**src/rtl/mem_access_ctrl.sv**
```systemverilog
// mem_access_ctrl: a multi-cycle sequencer for the MEM stage.
// It takes one load or store from the EX/MEM register and presents it to a
// variable-latency data memory over a req/ready handshake. While the access
// is in flight it stalls the pipeline. It captures load data, and it raises
// a sticky error flag on timeouts and misaligned addresses.
module mem_access_ctrl #(
  parameter int TIMEOUT = 16,  // max REQ cycles without mem_ready (>= 2)
  parameter int CNT_W   = 5    // must hold TIMEOUT-1
) (
  input  logic        clk,
  input  logic        reset_n,
  input  logic        MemRead_in,
  input  logic        MemWrite_in,
  input  logic [31:0] addr_in,
  input  logic [31:0] wdata_in,
  output logic        mem_req,
  output logic        mem_we,
  output logic [31:0] mem_addr,
  output logic [31:0] mem_wdata,
  input  logic        mem_ready,
  input  logic [31:0] mem_rdata,
  output logic [31:0] read_data_out,
  output logic        stall_out,
  output logic        mem_err
);

  typedef enum logic [1:0] {
    IDLE = 2'd0,
    REQ  = 2'd1,
    DONE = 2'd2
  } state_t;

  localparam logic [CNT_W-1:0] LAST_CNT = CNT_W'(TIMEOUT - 1);

  state_t           state;
  logic [CNT_W-1:0] counter;
  logic             access;
  logic             aligned;

  // A request with both controls set is treated as a store.
  assign access  = MemRead_in | MemWrite_in;
  assign aligned = (addr_in[1:0] == 2'b00);

  // Freeze the front of the pipeline from the first IDLE cycle of an access
  // until DONE, when the pipeline is allowed to advance.
  // NOTE: this is deliberately combinational. If it were registered, the
  // first cycle of the access would not stall and the EX/MEM contents would
  // move on before they were captured.
  assign stall_out = ((state == IDLE) && access) || (state == REQ);

  // Sequencer: IDLE -> REQ -> DONE, or IDLE -> DONE for a misaligned address.
  // NOTE: all state uses non-blocking assignments, so every branch sees the
  // values from before the edge. For example, REQ tests the mem_we that was
  // latched in IDLE and not one being updated in the same edge.
  always_ff @(posedge clk or negedge reset_n) begin
    if (!reset_n) begin
      state         <= IDLE;
      counter       <= '0;
      mem_req       <= 1'b0;
      mem_we        <= 1'b0;
      mem_addr      <= '0;
      mem_wdata     <= '0;
      read_data_out <= '0;
      mem_err       <= 1'b0;
    end else begin
      case (state)
        IDLE: begin
          if (access) begin
            if (aligned) begin
              mem_req   <= 1'b1;
              mem_we    <= MemWrite_in;
              mem_addr  <= addr_in;
              mem_wdata <= wdata_in;
              counter   <= '0;
              state     <= REQ;
            end else begin
              // No request is issued; the stage completes with an error.
              mem_err       <= 1'b1;
              read_data_out <= '0;
              state         <= DONE;
            end
          end
        end

        REQ: begin
          if (mem_ready) begin
            // When ready arrives in the same cycle as the timeout, the
            // access completes normally.
            if (!mem_we) read_data_out <= mem_rdata;
            mem_req <= 1'b0;
            state   <= DONE;
          end else if (counter == LAST_CNT) begin
            mem_req       <= 1'b0;
            mem_err       <= 1'b1;
            read_data_out <= '0;
            state         <= DONE;
          end else begin
            counter <= counter + 1'b1;
          end
        end

        DONE: state <= IDLE;

        default: state <= IDLE;
      endcase
    end
  end

endmodule

```
**config.mk**
```make
export PLATFORM = sky130hd
export DESIGN_NAME = mem_access_ctrl
export DESIGN_NICKNAME = d
export VERILOG_FILES = /design/src/rtl/mem_access_ctrl.sv
export SDC_FILE = /design/constraint.sdc
export NUM_CORES = 1
export LEC_CHECK = 0
export CORE_MARGIN = 2
export CORE_UTILIZATION = 41
export CTS_CLUSTER_DIAMETER = 50
export DETAILED_ROUTE_END_ITERATION = 10
export GPL_ROUTABILITY_DRIVEN = 1
export HOLD_SLACK_MARGIN = 0.02
export PLACE_DENSITY_LB_ADDON = 0.08
export RECOVER_POWER = 50
export SYNTH_ARGS = -nofsm -noshare
export SYNTH_HDL_FRONTEND = slang
export SYNTH_SLANG_ARGS = --single-unit
```
**constraint.sdc**
```tcl
create_clock -name clk -period 4.5 [get_ports clk]
set_input_delay 0.9 -clock clk [delete_from_list [all_inputs] [get_ports clk]]
set_output_delay 0.9 -clock clk [all_outputs]
set_load 0.05 [all_outputs]
```
==> Yosys cells after proc, flatten, opt, wreduce, memory -nomap -nowiden <==
Index checks and enable logic that the tools add are counted.
{ "word_totals": {"output_inout_bits": 100, "ramBits": 0, "latchBits": 0, "romBits": 0, "regBits": 106, "n_memories": 0, "elab_cells": 57, "inputBits": 101} }
{ "classes": {"n_mux": 26, "n_reduce_logical": 11, "order_cmp": 0, "shift": 0, "n_eq_ne": 10, "n_mul": 0, "div": 0, "n_addsub": 1, "n_bitwise": 1} }
{ "op_table": {"columns": ["cell", "count"], "rows": [
  ["32-bit 2-to-1 mux", 5],
  ["32-bit one-hot mux with 2 select lines", 1],
  ["5-bit 2-to-1 mux", 4],
  ["5-bit AND reduction", 3],
  ["2-bit inequality test (second input constant)", 5],
  ["5-bit one-hot mux with 2 select lines", 1],
  ["1-bit 2-to-1 mux", 8],
  ["2-bit 2-to-1 mux", 4],
  ["5-bit by 1-bit adder with 5-bit output (second input constant)", 1],
  ["5-bit by 4-bit == test with 1-bit output (second input constant)", 1],
  ["2-bit logical NOT", 2],
  ["1-bit one-hot mux with 2 select lines", 2],
  ["2-bit one-hot mux with 2 select lines", 1],
  ["4-bit AND reduction", 1],
  ["3-bit by 2-bit inequality test with 1-bit output (second input constant)", 1],
  ["3-bit inequality test (second input constant)", 1],
  ["3-bit AND reduction", 1],
  ["2-bit by 1-bit == test with 1-bit output (second input constant)", 1],
  ["2-bit by 1-bit inequality test with 1-bit output (second input constant)", 1],
  ["2-bit AND reduction", 1],
  ["2-bit nonzero test", 1],
  ["1-bit logical AND", 1],
  ["1-bit logical OR", 1],
  ["1-bit bitwise OR", 1]
]} }

==> Logic depth before layout (Yosys ltp) <==
{ "depth": {"word_depth": 4, "mapped_depth": 8, "mapped_depth_nobuf": 7} }

==> Least setup slack after synthesis <==
No wires, ideal clock.
{ "synth_timing": {"path_type": "input -> output", "startpoint": "input MemWrite_in", "endpoint": "output stall_out", "path_slack_ns": 2.016, "t_required_ns": 3.600, "path_buffers": 0, "path_stages": 2, "arrival_time_ns": 1.584, "path_cell_list": "nor3_1 -> nor2_1"} }
{ "synth_via": {"elab_chain_cells": 3} }
{ "synth_lines": {"columns": ["element", "line_no", "rtl"], "rows": [
  ["from (decl)", "13", "input logic MemWrite_in,"],
  ["1-bit bitwise OR", "41", "assign access = MemRead_in | MemWrite_in;"],
  ["1-bit logical AND", "49", "assign stall_out = ((state == IDLE) && access) || (state == REQ);"],
  ["1-bit logical OR", "49", null],
  ["to (decl)", "23", "output logic stall_out,"]
]} }
Every way passes these cells.

==> Final worst setup path <==
Same ends and word-level chain as after synthesis.

==> impl_results.md <==
* I/O pin cnt at 201
* Peak VDD IR at 0.322 mV
* Cell Area, Synth at 0.00437 sq mm
* 1st-iter DRT viols at 140
* H-tree levels at 3
* TritonCTS clock tree: built
* Share of the synthesized area in the top cell type at 0.607
* Post-synthesis sequential area ratio at 0.607
* Post-DP Area at 0.00644 sq mm
* Fraction of layout cells with a size suffix above 1 at 0.0410
* Mux contribution to synthesized area at 0.0733
* Leakage Power at 3.17 nW
* Sink Count at 106
* Count of final hold-check violations at 0
* Max Slew Vio Count at 79
* Clk buf depth at 2
* Final Instance Area at 0.00661 sq mm
* Final setup fails at 0
* Comb power frac at 0.478
* Synth warnings at 0
* Switching Share at 0.452
* Post-synthesis async set-or-reset flop share at 1.00
* Die Ht at 107 um
* Sw power at 1.63 mW
* Avg Cell Area, Syn at 9.52 sq um
* Primary FF master, synth: dfrtp_1
* Core ar. at 0.0103 sq mm
* Worst slew pin tran at 1960 ps
* Post-Syn Instances at 459
* Max-Cap Viols at 1
* Largest net degree at the start of global routing at 79
* Largest cells by area after synthesis: dfrtp_1 61%, nand2_1 19%, mux2i_1 7.3%
* Port buffer count at 200
* Vias in the first global route at 3,653
* Most frequent cell after synthesis: nand2_1
* Worst path arrival time at 2520 ps
* Nets at 756
* Insertion delay to the later sink of the worst-skew pair at 350 ps
* Yosys reg bits at 106
* Worst Skew at 11.1 ps
* Post-synth EDFFs at 0
* Fin cells at 794
* HP Class: flop to flop
* Netlist cell types at 32
* Initial core utilization at 0.423
* Peak Freq at 293 MHz
* Slew HR at -0.306
* Simple-Gate Fraction of Synth Area at 0.223
* Post-Synth Adder-Cell Area at 0.00573
* Inst Count DP at 778
* Hold Buf Count CTS at 0
* First-pass GRT wire length at 17.7 mm
* Final Cycle Share at 0.759
* Final Core Density at 0.640
* Outcome: complete, but fails checks
* ANT nets after route at 0
* Final HPWL DP at 7.79 mm
* Reg clk slew, reported paths at 100 ps
* Setup Buffers After CTS at 0
* # rows at 37
* Final WL at 11.0 mm
* Drt first pass iters at 4
* Flop-to-flop setup slack at 1810 ps
* Synth cell count leaders: 222 x nand2_1, 106 x dfrtp_1, 35 x inv_1
* Post-cts repair resize count at 0
* Synthesized Nets at 562
* RePlAce Congestion at 0.764
* Pwr/cell area at 545 mW/mm^2
* Die width at 107 um
* Die footprint at 0.0115 sq mm
* Critical Path RT at 3600 ps
* Total GRT Usage at 0.194
* Crit-path max FO at 4
* Flop pwr share at 0.368
* Tmin final at 3420 ps
* Total CTS buffers at 9
* Critical Path Sink Type: output port
* Failing checks: capacitance limit, slew limit
* Vias at 3,605
* Clock Power Share at 0.154
* Clk root buf: clkbuf_8
* Area Overhead vs Synth at 51.4%
* DRC viols at 0
* Diode count at 0
* XOR/XNOR Fraction of Synth Area at 0
* Initial antenna violation count at 0
* P_int at 1.97 mW
* RSZ-0062 raised after global routing: false
* Overflow after GRT at 0
* Routed length per instance at 13.9 um
* Largest area contributor in the netlist: dfrtp_1
* Worst hold margin at 474 ps
* Final TNS setup at 0 ps
* Via density at 4.54
* Post-synthesis compound-gate area fraction at 0.0249
* CP Class: primary input to output port
* Worst setup SP type: primary input
* Largest family of logic cells by synthesized area: simple AND/OR/NAND/NOR gates
==> layout make-up <==
| class | instances | area [sq um] |
|---|---|---|
| fill | 860 | 3710 |
| sequential | 106 | 2650 |
| timing repair buffer | 205 | 2030 |
| multi-input combinational | 296 | 1430 |
| tap | 136 | 170 |
| clock buffer | 11 | 151 |
| inverter | 35 | 131 |
| clock inverter | 5 | 37.5 |
==> critical path: stages <==
cell and delay, ps:
dlygate4sd3_1 640, nor3_1 80, nor2_1 90, clkdlybuf4s50_1 810
==> state kept, by name (all words and copies together), names as in the netlist <==
signal         flops
read_data_out     32
mem_wdata         32
mem_addr          32
mem_we             1
mem_err            1
mem_req            1
counter            5
state              2
==> placed cells by master (no fill, tap or decap), types with 4 or more instances in the layout <==
cell,n
clkdlybuf4s50_1,152
nand3_1,4
nor2_1,5
inv_1,35
buf_4,5
mux2i_1,32
dfrtp_1,106
nand2_1,222
dlygate4sd3_1,47
o21ai_0,5
clkbuf_8,11
==> layer usage <==
layer / track usage / part of all wire
met1: 0.252 / 0.43
met2: 0.314 / 0.48
met3: 0.0553 / 0.082
met4: 0.0603 / 0.016
met5: 0 / 0
==> power by group through the flow <==
stage	sequential, mW	combinational [mW]	clock, mW
after CTS	1.33	1.78	0.576
final	1.33	1.72	0.556
after global placement	1.33	1.76	0
after detailed placement	1.35	1.78	0
after floorplan	2.13	0.327	0
after global routing	1.36	1.81	0.616
==> worst paths after layout <==
kind,from,end,cells after the start
max reg2reg,state[1],mem_wdata[5],5
min reg2reg,mem_wdata[8],mem_wdata[8],2
max in group asynchronous,reset_n,mem_addr[29],2
min in group asynchronous,reset_n,read_data_out[22],1
min,mem_wdata[8],mem_wdata[8],2
max,MemWrite_in,stall_out,4
==> kinds of logic (layout without fill, tap and decap cells) <==
family | after synthesis | after routing
flops | 106 | 106
fa+ha+maj | 2 | 2
buf+inv | 57 | 256
mux | 32 | 32
simple gates | 246 | 246
compound gates | 16 | 16
==> stage by stage <==
| stage | power, mW | worst slack, ps |
|---|---|---|
| floorplan | 2.46 | 2020 |
| global placement | 3.09 | 1110 |
| detailed placement | 3.12 | 1150 |
| CTS | 3.69 | 1150 |
| global route | 3.79 | 1030 |
| finish | 3.60 | 1080 |
No activity file was read; power rests on OpenSTA's default activity.
